### config.mk
export PLATFORM = sky130hd
export DESIGN_NAME = seven_seg_inv_flat
export DESIGN_NICKNAME = d
export VERILOG_FILES = /design/src/rtl/seven_seg_pkg.sv /design/src/rtl/seven_seg_inv_if.sv /design/src/rtl/seven_seg_rom.sv /design/src/rtl/seven_seg_inv.sv /design/src/flat_wrapper.sv
export SDC_FILE = /design/constraint.sdc
export NUM_CORES = 1
export LEC_CHECK = 0
export ABC_AREA = 1
export ABC_CLOCK_PERIOD_IN_PS = 800
export BUFFER_PORTS_ARGS = -buffer_cell sky130_fd_sc_hd__buf_4
export CAP_MARGIN = 20
export CORE_MARGIN = 2
export CORE_UTILIZATION = 31
export DETAILED_ROUTE_END_ITERATION = 16
export GPL_ROUTABILITY_DRIVEN = 0
export GPL_TIMING_DRIVEN = 0
export PLACE_DENSITY_LB_ADDON = 0.25
export SLEW_MARGIN = 40
export SYNTH_ARGS = -nofsm -noshare
export SYNTH_HDL_FRONTEND = slang
export SYNTH_HIERARCHICAL = 1
export SYNTH_SLANG_ARGS = --single-unit
### constraint.sdc
create_clock -name clk -period 0.8 [get_ports clk]
set_input_delay 0.08 -clock clk [delete_from_list [all_inputs] [get_ports clk]]
set_output_delay 0.08 -clock clk [all_outputs]
set_load 0.005 [all_outputs]
### src/rtl/seven_seg_pkg.sv
// Shared constants for the registered hex to seven-segment decoder.
// Segment vectors are active-high, bit 6 = a down to bit 0 = g.
package seven_seg_pkg;

  localparam int SEG_W = 7;

  typedef logic [SEG_W-1:0] seg_t;

  localparam seg_t SEG_BLANK = 7'b000_0000;

  // Codes at or above this are letters and count as invalid without hex.
  localparam logic [3:0] HEX_LIMIT = 4'd10;

  localparam logic [0:15][SEG_W-1:0] SEG_TABLE = '{
    7'b111_1110,
    7'b011_0000,
    7'b110_1101,
    7'b111_1001,
    7'b011_0011,
    7'b101_1011,
    7'b101_1111,
    7'b111_0000,
    7'b111_1111,
    7'b111_1011,
    7'b111_0111,
    7'b001_1111,
    7'b100_1110,
    7'b011_1101,
    7'b100_1111,
    7'b100_0111
  };

endpackage

### src/rtl/seven_seg_inv_if.sv
// Nibble input and segment/decimal-point output bundle.
// The decoder is the slave; the nibble source is the master.
interface seven_seg_inv_if;

  logic a;
  logic b;
  logic c;
  logic d;

  logic oa;
  logic ob;
  logic oc;
  logic od;
  logic oe;
  logic of;
  logic og;
  logic odp;

  modport master (
    output a, b, c, d,
    input  oa, ob, oc, od, oe, of, og, odp
  );

  modport slave (
    input  a, b, c, d,
    output oa, ob, oc, od, oe, of, og, odp
  );

endinterface

### src/rtl/seven_seg_rom.sv
// Combinational nibble to active-high segment lookup.
// valid is low for the letter codes 10..15.
module seven_seg_rom
  import seven_seg_pkg::*;
(
  input  logic [3:0] code,
  output seg_t       seg,
  output logic       valid
);

  always_comb begin
    seg   = SEG_TABLE[code];
    valid = (code < HEX_LIMIT);
  end

endmodule

### src/rtl/seven_seg_inv.sv
// Registered hex to seven-segment decoder with selectable polarity.
// Outputs come straight from flops so the pins never glitch.
module seven_seg_inv
  import seven_seg_pkg::*;
#(
  parameter bit ACTIVE_LOW = 1'b1,
  parameter bit HEX_EN     = 1'b1
) (
  input  logic            clk,
  input  logic            rst_n,
  seven_seg_inv_if.slave  bus
);

  localparam logic [7:0] OUT_OFF = {8{ACTIVE_LOW}};

  logic [3:0] code;
  seg_t       rom_seg;
  logic       rom_valid;
  seg_t       seg_hi;
  logic       dp_hi;

  logic [7:0] out_d;
  logic [7:0] out_q;

  assign code = {bus.a, bus.b, bus.c, bus.d};

  seven_seg_rom u_rom (
    .code  (code),
    .seg   (rom_seg),
    .valid (rom_valid)
  );

  always_comb begin
    seg_hi = rom_seg;
    dp_hi  = 1'b0;
    if (!HEX_EN && !rom_valid) begin
      seg_hi = SEG_BLANK;
      dp_hi  = 1'b1;
    end
    // Polarity is applied once, just ahead of the output register.
    out_d = {seg_hi, dp_hi} ^ OUT_OFF;
  end

  always_ff @(posedge clk or negedge rst_n) begin
    if (!rst_n) out_q <= OUT_OFF;
    else        out_q <= out_d;
  end

  assign bus.oa  = out_q[7];
  assign bus.ob  = out_q[6];
  assign bus.oc  = out_q[5];
  assign bus.od  = out_q[4];
  assign bus.oe  = out_q[3];
  assign bus.of  = out_q[2];
  assign bus.og  = out_q[1];
  assign bus.odp = out_q[0];

endmodule

### src/flat_wrapper.sv
// flat-port wrapper written by rule: the top's interface ports become plain ports
module seven_seg_inv_flat import seven_seg_pkg::*;
#(
  parameter bit ACTIVE_LOW = 1'b1,
  parameter bit HEX_EN     = 1'b1
)
  (clk, rst_n, bus_a, bus_b, bus_c, bus_d, bus_oa, bus_ob, bus_oc, bus_od, bus_oe, bus_of, bus_og, bus_odp);
  seven_seg_inv_if bus_i ();
  input  logic clk;
  input  logic rst_n;
  input wire logic [$bits(bus_i.a)-1:0] bus_a;
  input wire logic [$bits(bus_i.b)-1:0] bus_b;
  input wire logic [$bits(bus_i.c)-1:0] bus_c;
  input wire logic [$bits(bus_i.d)-1:0] bus_d;
  output wire logic [$bits(bus_i.oa)-1:0] bus_oa;
  output wire logic [$bits(bus_i.ob)-1:0] bus_ob;
  output wire logic [$bits(bus_i.oc)-1:0] bus_oc;
  output wire logic [$bits(bus_i.od)-1:0] bus_od;
  output wire logic [$bits(bus_i.oe)-1:0] bus_oe;
  output wire logic [$bits(bus_i.of)-1:0] bus_of;
  output wire logic [$bits(bus_i.og)-1:0] bus_og;
  output wire logic [$bits(bus_i.odp)-1:0] bus_odp;
  assign bus_i.a = bus_a;
  assign bus_i.b = bus_b;
  assign bus_i.c = bus_c;
  assign bus_i.d = bus_d;
  assign bus_oa = bus_i.oa;
  assign bus_ob = bus_i.ob;
  assign bus_oc = bus_i.oc;
  assign bus_od = bus_i.od;
  assign bus_oe = bus_i.oe;
  assign bus_of = bus_i.of;
  assign bus_og = bus_i.og;
  assign bus_odp = bus_i.odp;
  seven_seg_inv #(.ACTIVE_LOW(ACTIVE_LOW), .HEX_EN(HEX_EN)) u_core (.clk(clk), .rst_n(rst_n), .bus(bus_i));
endmodule
**Word-level counts from Yosys, hierarchy flattened**

Memory sizes are Yosys's and may differ from the RTL's.
Cells that the tools add are included.

- Bits in registers: 8
- Bits in latches: 0
- Memories: 1
- Memory bits (writable): 0
- Output and inout bits: 8
- ROM bits: 112

- Bitwise operators: 2
- $add $sub $neg: 0
- Shift operators: 0
- Multipliers: 0
- Equality and inequality tests: 0
- Divide/modulo/power cells: 0
- Reduce and logical (&&, ||, !) cells: 0
- Magnitude comparators: 1
- Multiplexer cells: 2

Memories:

| name | depth | width | rd ports | clocked after Yosys merged registers in | wr ports | line | source |
|---|---|---|---|---|---|---|---|
| (no name shown) | 16 | 7 | 1 | 0 | 0 | seven_seg_rom.sv:12 | `seg = SEG_TABLE[code];` |

Operator list:

| cell | count |
|---|---|
| $mux W7 | 2 |
| $not A8 Y8 | 1 |
| $ge A5 B5 Y1 const B | 1 |
| $not A4 Y5 | 1 |

**Logic depth before layout (Yosys ltp)**

Gate-level depths: netlist of the first run.

- Word-level depth: 5
- Mapped depth: 8

**Hierarchy**

The synthesis of the first run kept the hierarchy.

Modules (own cells, without submodules):

| module | times used | seq. area each (um^2) | area an instance (um^2) | cells an instance |
|---|---|---|---|---|
| seven_seg_rom | 1 | 0.0 | 307.8 | 57 |
| seven_seg_inv | 1 | 183.9 | 221.5 | 16 |

**Worst setup path before layout of the first run**

Ideal clock, no wire load.

- Path kind: input port to flip-flop
- Start: in bus_d
- End: reg u_core.out_q[4]
- Required time: 0.728 ns
- Arrival time: 0.659 ns
- Cell stages on the path: 7
- Buffers on the path: 0
- Setup slack: 0.068 ns
- Path through: inv_1 > ha_1 > nand2_2 > o21ai_1 > nand2_1 > nand2_1 > inv_1

- Longest elaborated chain between the ends: 5

Ends and longest elaborated chain:

| element | line | source |
|---|---|---|
| start: declaration | flat_wrapper.sv:14 | `input wire logic [$bits(bus_i.d)-1:0] bus_d;` |
| $not A4 Y5 (implied by the code) | seven_seg_rom.sv:12 |  |
| $mem_v2 Z16 W7 | n/a |  |
| $mux W7 (implied by the code) (2 in a row) | seven_seg_rom.sv:12 |  |
| via u_core.rom_seg[3] | seven_seg_inv.sv:17 | `seg_t rom_seg;` |
| $not A8 Y8 (no line) | n/a |  |
| via u_core.out_d[4] | seven_seg_inv.sv:22 | `logic [7:0] out_d;` |
| end signal: assignment | seven_seg_inv.sv:46 | `else out_q <= out_d;` |
| end: declaration | seven_seg_inv.sv:23 | `logic [7:0] out_q;` |

The timed path passes the listed nets, and every way through them passes these cells. The select of a mux whose other input is x is not followed.

**Final worst setup path of the first run**

- Start: reg u_core.out_q[4]
- End: out bus_od

RTL lines:

| element | line | source |
|---|---|---|
| end: declaration | flat_wrapper.sv:18 | `output wire logic [$bits(bus_i.od)-1:0] bus_od;` |

No word-level cell between the ends.

==> metrics.md, run 1 <==
| Metric | Value |
|---|---|
| Status | finished with violations |
| Violated checks | setup timing |
| Fraction of layout instances using a drive strength above 1 | 32.2% |
| Hold Crit Start | bus_a |
| Gate Count Post-Synth | 72 |
| Overflow left after global routing | 0 |
| Final setup viols | 7 |
| Starting Density | 34.0% |
| Setup TNS Final | -0.869 ns |
| Worst min path class | input port to flop |
| Max-cap viol count | 0 |
| TritonCTS clock tree | built |
| Slowest CP cell | sky130_fd_sc_hd__dfstp_2 |
| Final nets | 101 |
| Pleak | 0.402 nW |
| Critical path, cell by cell | buf_6 |
| Antenna cell count | 0 |
| Antenna Violating Nets Remaining | 0 |
| CP Capture Type | output pin |
| Final hold slack | 0.111 ns |
| Final critical-path required period | 0.928 ns |
| DRC Markers | 0 |
| Largest registers ranked by flip-flop count | u_core/out_q (7) |
| Total of fill cells in the finished design | 161 |
| Area delta synth->final | 30.1% |
| Post-synthesis instance area | 524 um^2 |
| Height of the die | 45.1 um |
| Vias in the first global route | 369 |
| Sum of buffers and inverters on the critical path | 1 |
| Number of buffers created by CTS | 3 |
| Data required, critical path | 0.72 ns |
| Setup repair after global routing missed its margin | yes |
| Crit path largest cell delay | 0.52 ns |
| Number of max-slew violations in the final report | 0 |
| Post-synth net total | 85 |
| Critical Path Start | u_core/out_q[4]$_DFF_PN1_ |
| Flip-flop count of the largest register after layout | 7 |
| First-pass GRT wire length | 1350 um |
| Yosys warnings | 6 |
| Number of antenna violations at the first check in global routing | 0 |
| Tcrit/Tclk final | 116% |
| Pin count of the biggest net entering global routing | 10 |
| Register Area | 184 um^2 |
| HPWL after detailed placement | 651 um |
| Root buffer cell | sky130_fd_sc_hd__clkbuf_4 |
| Clock Pin Slew Worst Setup and Hold Paths | 0.05 ns |
| Ports | 14 |
| Arrival time at the worst endpoint | 0.85 ns |
| Maximum clock frequency | 1.08 GHz |
| Number of iterations in the first detailed-routing pass | 4 |
| Crit-path max FO | 1 |
| Type of origin of the critical path | flop |
| Register name with the most flops | u_core/out_q |
| Total power density per cell area | 1430 nW/um^2 |
| VDD IR-drop max | 0.418 mV |
| Area used by multi-input combinational logic | 245 um^2 |
| Full die area | 2040 um^2 |
| Final-report hold violation count | 0 |
| Final wirelength | 785 um |
| Via count normalized by instance count | 3.98 |
| Number of H-tree branching levels | 1 |
| Number of buffer cells added on primary ports | 10 |
| Via Count | 410 |
| CTS Buffer Depth | 2 |
| Final worst setup slack | -0.128 ns |
| Width of the die | 45.1 um |
| Row count | 14 |
| Mean post-synth cell area | 7.28 um^2 |
| Crit Path Class | flop to output pin |
| Sink count of the clock tree | 7 |
| Standard cell core area | 1540 um^2 |
| Detailed router's first-iteration violation count | 2 |
| Tot GR Track Use | 9.16% |
| Routed len/inst | 7.62 um |
| Critical path's top delay family | flip-flops |
## layout make-up
type	instances	area share, %
Clock buffer	4	3.85
Multi-Input combinational cell	45	36.0
Timing Repair Buffer	11	16.3
Buffer	3	3.85
Inverter	17	10.1
Tap cell	16	2.94
Sequential cell	7	27.0
## layout by cell type, fill, tap and decap left out, drive strengths merged
master       count
buf             13
clkbuf           4
conb             1
dfstp            7
dlygate4sd3      1
ha               7
inv             17
nand2           30
nand3            3
nor2             1
o21ai            3
## metal layers
| layer | global-route usage, % | wire length (um) | up-vias |
|---|---|---|---|
| li1 | - | - | 232 |
| met1 | 9.58 | 334 | 158 |
| met2 | 15.4 | 383 | 18 |
| met3 | 1.20 | 61 | 2 |
| met4 | 8.82 | 6 | 0 |
| met5 | 0 | 0 | - |
## power breakdown
| group | leakage (nW) | total [mW] | switching, mW | internal [mW] |
|---|---|---|---|---|
| sequential | 0.0735 | 0.424 | 0.0131 | 0.410 |
| clock | 0.0150 | 0.304 | 0.114 | 0.189 |
| combinational | 0.314 | 0.245 | 0.117 | 0.128 |
| total | 0.402 | 0.973 | 0.245 | 0.728 |
## per-stage QoR
step	setup slack [ns]	std cells	power, mW	area [um^2]	utilization, %
floorplan	0.0686	72	0.557	524	-
global placement	-0.117	98	0.645	619	40.2
detailed placement	-0.126	98	0.647	619	40.2
CTS	-0.141	103	0.996	682	44.2
global route	-0.154	103	1.04	682	44.2
finish	-0.128	103	0.973	682	44.2
## final timing paths
kind | endpoint | slack, ns | cells after the start
max in group asynchronous | u_core/out_q[3]$_DFF_PN1_ | 0.41 | 2
worst min-delay path | u_core/out_q[4]$_DFF_PN1_ | 0.11 | 4
worst max-delay path | bus_od | -0.13 | 1
min in group asynchronous | u_core/out_q[7]$_DFF_PN1_ | 0.37 | 2
## what timing repair did
item	CTS	global route
buffers inserted	0	0
hold endpoints to repair	7	0
resized for setup	7	0
endpoints found under the setup margin	7	7
hold buffers	1	0
No activity file was read; power rests on OpenSTA's default activity.
==> run 2, diff against run 1 <==
- CTS_CLUSTER_SIZE: unset -> 8
- SETUP_SLACK_MARGIN: unset -> 0.2
- SKIP_LAST_GASP: unset -> 1
==> run 2 against run 1 <==
The flow still finishes with violations (setup timing); hold slack improved by 0.0057 ns; flip-flop and latch count did not move; combinational power rose by 16%; sequential share of layout area fell by 2.6 points; worst setup slack improved by 0.0054 ns; cell count did not move.
==> metrics.md, run 2 (synthesis gave the netlist of run 1 again) <==
| Metric | Value |
|---|---|
| Final setup viols | 7 |
| Total power draw | 1.00 mW |
| VDD IR-drop max | 0.452 mV |
| Sink count of the clock tree | 7 |
| Vias in the first global route | 363 |
| Slowest CP cell | sky130_fd_sc_hd__dfstp_2 |
| Full die area | 2040 um^2 |
| Number of buffer cells added on primary ports | 10 |
| Total cell area at the placement stage | 657 um^2 |
| Critical path's top delay family | flip-flops |
| Number of buffers created by CTS | 3 |
| Tot GR Track Use | 8.90% |
| Overflow left after global routing | 0 |
| Largest registers ranked by flip-flop count | u_core/out_q (7) |
| Switch share | 25.3% |
| CTS Buffer Depth | 2 |
| Final worst setup slack | -0.122 ns |
| Register name with the most flops | u_core/out_q |
| Height of the die | 45.1 um |
| Type of origin of the critical path | flop |
| Maximum clock frequency | 1.08 GHz |
| Standard cell core area | 1540 um^2 |
| Row count | 14 |
| Violated checks | setup timing |
| Combinational share of power | 28.3% |
| Via count normalized by instance count | 3.96 |
| Sum of buffers and inverters on the critical path | 1 |
| First-pass GRT wire length | 1360 um |
| TritonCTS clock tree | built |
| Fraction of layout instances using a drive strength above 1 | 40.2% |
| Pin count of the biggest net entering global routing | 10 |
| Crit path largest cell delay | 0.52 ns |
| Ports | 14 |
| Clock Pin Slew Worst Setup and Hold Paths | 0.05 ns |
| Routed len/inst | 7.55 um |
| Tcrit/Tclk final | 115% |
| Crit Path Class | flop to output pin |
| Arrival time at the worst endpoint | 0.84 ns |
| Flip-flop count of the largest register after layout | 7 |
| Sw Pwr | 0.254 mW |
| HPWL after detailed placement | 669 um |
| Data required, critical path | 0.72 ns |
| Width of the die | 45.1 um |
| Critical path, cell by cell | buf_6 |
| Number of max-slew violations in the final report | 0 |
| Most common cell after layout, fill and taps aside | sky130_fd_sc_hd__nand2_1 |
| Total power density per cell area | 1330 nW/um^2 |
| Worst min path class | input port to flop |
| CP Capture Type | output pin |
| Worst setup timing slack at the placement stage | -0.0628 ns |
| Starting Density | 34.0% |
| Clock network power share | 29.6% |
| Status | finished with violations |
| Area delta synth->final | 43.7% |
| Antenna Violating Nets Remaining | 0 |
| Pleak | 0.411 nW |
| Number of iterations in the first detailed-routing pass | 1 |
| Setup repair after global routing missed its margin | yes |
| Final nets | 101 |
| Antenna cell count | 0 |
| Final wirelength | 778 um |
| Max-cap viol count | 0 |
| DRC Markers | 0 |
| Cell-internal power | 0.750 mW |
| Detailed router's first-iteration violation count | 0 |
| Via Count | 408 |
| Sequential share of power | 42.1% |
| Root buffer cell | sky130_fd_sc_hd__clkbuf_4 |
| Number of antenna violations at the first check in global routing | 0 |
| Crit-path max FO | 1 |
| Final-report hold violation count | 0 |
| Commonest cells after routing, fill and taps aside | sky130_fd_sc_hd__nand2_1, sky130_fd_sc_hd__inv_1, sky130_fd_sc_hd__buf_6 |
| Area of all placed cells without fillers | 753 um^2 |
| Number of H-tree branching levels | 1 |
| Final critical-path required period | 0.922 ns |
run 2: layout make-up:
cell class                 count  area, um^2
fill                         164         788
multi-input combinational     45         277
sequential                     7         184
timing repair buffer          11         131
inverter                      17        88.8
clock buffer                   4        26.3
buffer                         3        26.3
tap                           16        20.0
run 2: final timing paths:
path / from / end / slack, ns / cells past startpoint
hold / removal: bus_a / u_core/out_q[2]$_DFF_PN1_ / 0.12 / 4
max in group asynchronous: rst_n / u_core/out_q[4]$_DFF_PN1_ / 0.41 / 2
min in group asynchronous: rst_n / u_core/out_q[2]$_DFF_PN1_ / 0.36 / 2
setup / recovery: u_core/out_q[7]$_DFF_PN1_ / bus_oa / -0.12 / 1
run 2: stage by stage:
step	util (%)	instances	setup TNS [ns]	hold WS, ns
final	48.9	103	-0.832	0.116
after global placement	42.6	98	-0.138	0.0705
after global routing	48.9	103	-0.971	0.145
after floorplan	-	72	0	-0.0678
after CTS	46.9	103	-0.905	0.113
after detailed placement	42.6	98	-0.134	0.0735
run 2: repair_timing:
item,4_1_cts,5_1_grt
hold buffers,1,0
resized for setup,8,7
setup endpoints to repair,8,10
gates cloned,0,0
setup buffers,0,0
pin swaps,0,2
endpoints found under the hold margin,7,0
run 2: per-layer routing:
layer / global-route usage (%) / wire length (um)
met1: 10.0 / 332
met2: 15.7 / 403
met3: 1.20 / 42
met4: 5.29 / 0
met5: 0 / 0
run 2: power groups by stage:
stage / Clock, mW / Combinational, mW / Sequential [mW]
2_1_floorplan: 0 / 0.141 / 0.427
3_3_place_gp: 0 / 0.245 / 0.421
3_5_place_dp: 0 / 0.246 / 0.421
4_1_cts: 0.310 / 0.271 / 0.424
5_1_grt: 0.321 / 0.325 / 0.425
6_report: 0.297 / 0.284 / 0.423
==> run 3, diff against run 2 <==
- SETUP_SLACK_MARGIN: 0.2 -> 0.1
==> run 3 against run 2 <==
The flow still finishes with violations (setup timing); non-clock buffer count is the same; die area unchanged; global-route usage increased by 1.1 points; routed wire length grew 2.8%; worst setup slack got worse by 0.0036 ns; sequential share of layout area is 1.6 points higher; combinational power decreased by 9.9%; sequential power is essentially flat; count of clock-buffer cells in the layout is the same; critical path type unchanged; highest routed layer is now met4.
==> metrics.md, run 3 (synthesis gave the netlist of run 1 again) <==
| Metric | Value |
|---|---|
| Placed Instances | 98 |
| Sum of buffers and inverters on the critical path | 1 |
| Most common cell after layout, fill and taps aside | sky130_fd_sc_hd__nand2_1 |
| Final-report hold violation count | 0 |
| Number of cells traversed by the worst hold path | 4 |
| Routed len/inst | 7.77 um |
| DRC Markers | 0 |
| Total cell area at the placement stage | 619 um^2 |
| Flip-flop count of the largest register after layout | 7 |
| Pleak | 0.400 nW |
| Critical path's top delay family | flip-flops |
| Tcrit/Tclk final | 116% |
| Hold endpoint | u_core/out_q[4]$_DFF_PN1_ |
| Vias in the first global route | 378 |
| Final worst setup slack | -0.126 ns |
| Global routing's busiest layer | met2 |
| Crit path largest cell delay | 0.52 ns |
| CP Capture Type | output pin |
| Standard cell core area | 1540 um^2 |
| Tot GR Track Use | 9.98% |
| Sink count of the clock tree | 7 |
| Final hold slack | 0.106 ns |
| Full die area | 2040 um^2 |
| First-pass GRT wire length | 1440 um |
| Overflow left after global routing | 0 |
| CTS Buffer Depth | 2 |
| Critical path, cell by cell | buf_6 |
| Width of the die | 45.1 um |
| Number of buffers created by CTS | 3 |
| Violated checks | setup timing |
| Clock Pin Slew Worst Setup and Hold Paths | 0.05 ns |
| Status | finished with violations |
| HPWL after detailed placement | 678 um |
| Number of H-tree branching levels | 1 |
| Met2 Usage GRT | 17.7% |
| Antenna Violating Nets Remaining | 0 |
| Setup repair after global routing missed its margin | yes |
| VDD IR-drop max | 0.462 mV |
| Data required, critical path | 0.72 ns |
| Register name with the most flops | u_core/out_q |
| Height of the die | 45.1 um |
| Area delta synth->final | 34.8% |
| Crit Path Class | flop to output pin |
| Final nets | 101 |
| Final wirelength | 800 um |
| Detailed router's first-iteration violation count | 2 |
| Setup Buffers After CTS | 0 |
| Commonest cells after routing, fill and taps aside | sky130_fd_sc_hd__nand2_1, sky130_fd_sc_hd__inv_1, sky130_fd_sc_hd__buf_6 |
| Fraction of layout instances using a drive strength above 1 | 36.8% |
| Final Instance Count excl. Fillers | 103 |
| Number of antenna violations at the first check in global routing | 0 |
| Largest registers ranked by flip-flop count | u_core/out_q (7) |
| Via Count | 412 |
| Met1 capacity usage during global routing | 10.1% |
| Via count normalized by instance count | 4.00 |
| Crit-path max FO | 1 |
| Starting Density | 34.0% |
| Worst min path class | input port to flop |
| Area of all placed cells without fillers | 707 um^2 |
| Type of origin of the critical path | flop |
| Root buffer cell | sky130_fd_sc_hd__clkbuf_4 |
| TritonCTS clock tree | built |
| Number of max-slew violations in the final report | 0 |
| Met3 usage in global routing | 1.20% |
| Row count | 14 |
| Arrival time at the worst endpoint | 0.85 ns |
| Slowest CP cell | sky130_fd_sc_hd__dfstp_2 |
| Final setup viols | 7 |
| Maximum clock frequency | 1.08 GHz |
| Hold Crit Start | bus_a |
| Antenna cell count | 0 |
| Ports | 14 |
| Total power density per cell area | 1390 nW/um^2 |
| Max-cap viol count | 0 |
| Final critical-path required period | 0.926 ns |
| Pin count of the biggest net entering global routing | 10 |
| Number of iterations in the first detailed-routing pass | 4 |
| Number of buffer cells added on primary ports | 10 |
## run 3: area by class of cell
type                       count  area [um^2]
tap                           16         20.0
inverter                      17         68.8
multi-input combinational     45          270
buffer                         3         26.3
sequential                     7          184
timing repair buffer          11          111
clock buffer                   4         26.3
fill                         161          835
## run 3: routing by layer
metal  share of wire [%]  up-vias
li1                    -      231
met2                  50       12
met3                 6.0        2
met4                0.75        0
met5                   0        -
met1                  43      167
## run 3: timing repair
action | in CTS | in global routing
endpoints found under the setup margin | 7 | 9
hold endpoints to repair | 7 | 0
pin swaps | 0 | 0
hold buffers | 1 | 0
gates resized for setup | 7 | 3
## run 3: per-stage QoR
step | TNS [ns] | utilization [%] | total power [mW] | worst slack [ns]
6_report | -0.867 | 45.9 | 0.984 | -0.126
4_1_cts | -0.978 | 44.2 | 0.998 | -0.141
2_1_floorplan | 0 | - | 0.557 | 0.104
3_5_place_dp | -0.259 | 40.2 | 0.648 | -0.0899
3_3_place_gp | -0.167 | 40.2 | 0.646 | -0.0840
5_1_grt | -1.04 | 45.9 | 1.06 | -0.152
## run 3: power by group
group	leakage, nW	total [mW]	switching [mW]	internal, mW
sequential	0.0735	0.423	0.0131	0.410
combinational	0.312	0.256	0.123	0.134
clock	0.0150	0.304	0.114	0.189
## run 3: worst max-delay path by stage
stage	to	cells after the start	slack, ns	start
6_report	bus_ob	1	-0.13	u_core/out_q[6]$_DFF_PN1_
5_1_grt	bus_of	1	-0.15	u_core/out_q[2]$_DFF_PN1_
4_1_cts	bus_of	1	-0.14	u_core/out_q[2]$_DFF_PN1_
3_5_place_dp	u_core/out_q[4]$_DFF_PN1_	8	-0.09	bus_c
3_3_place_gp	u_core/out_q[4]$_DFF_PN1_	8	-0.08	bus_c
2_1_floorplan	u_core/out_q[4]$_DFF_PN1_	7	0.10	bus_c
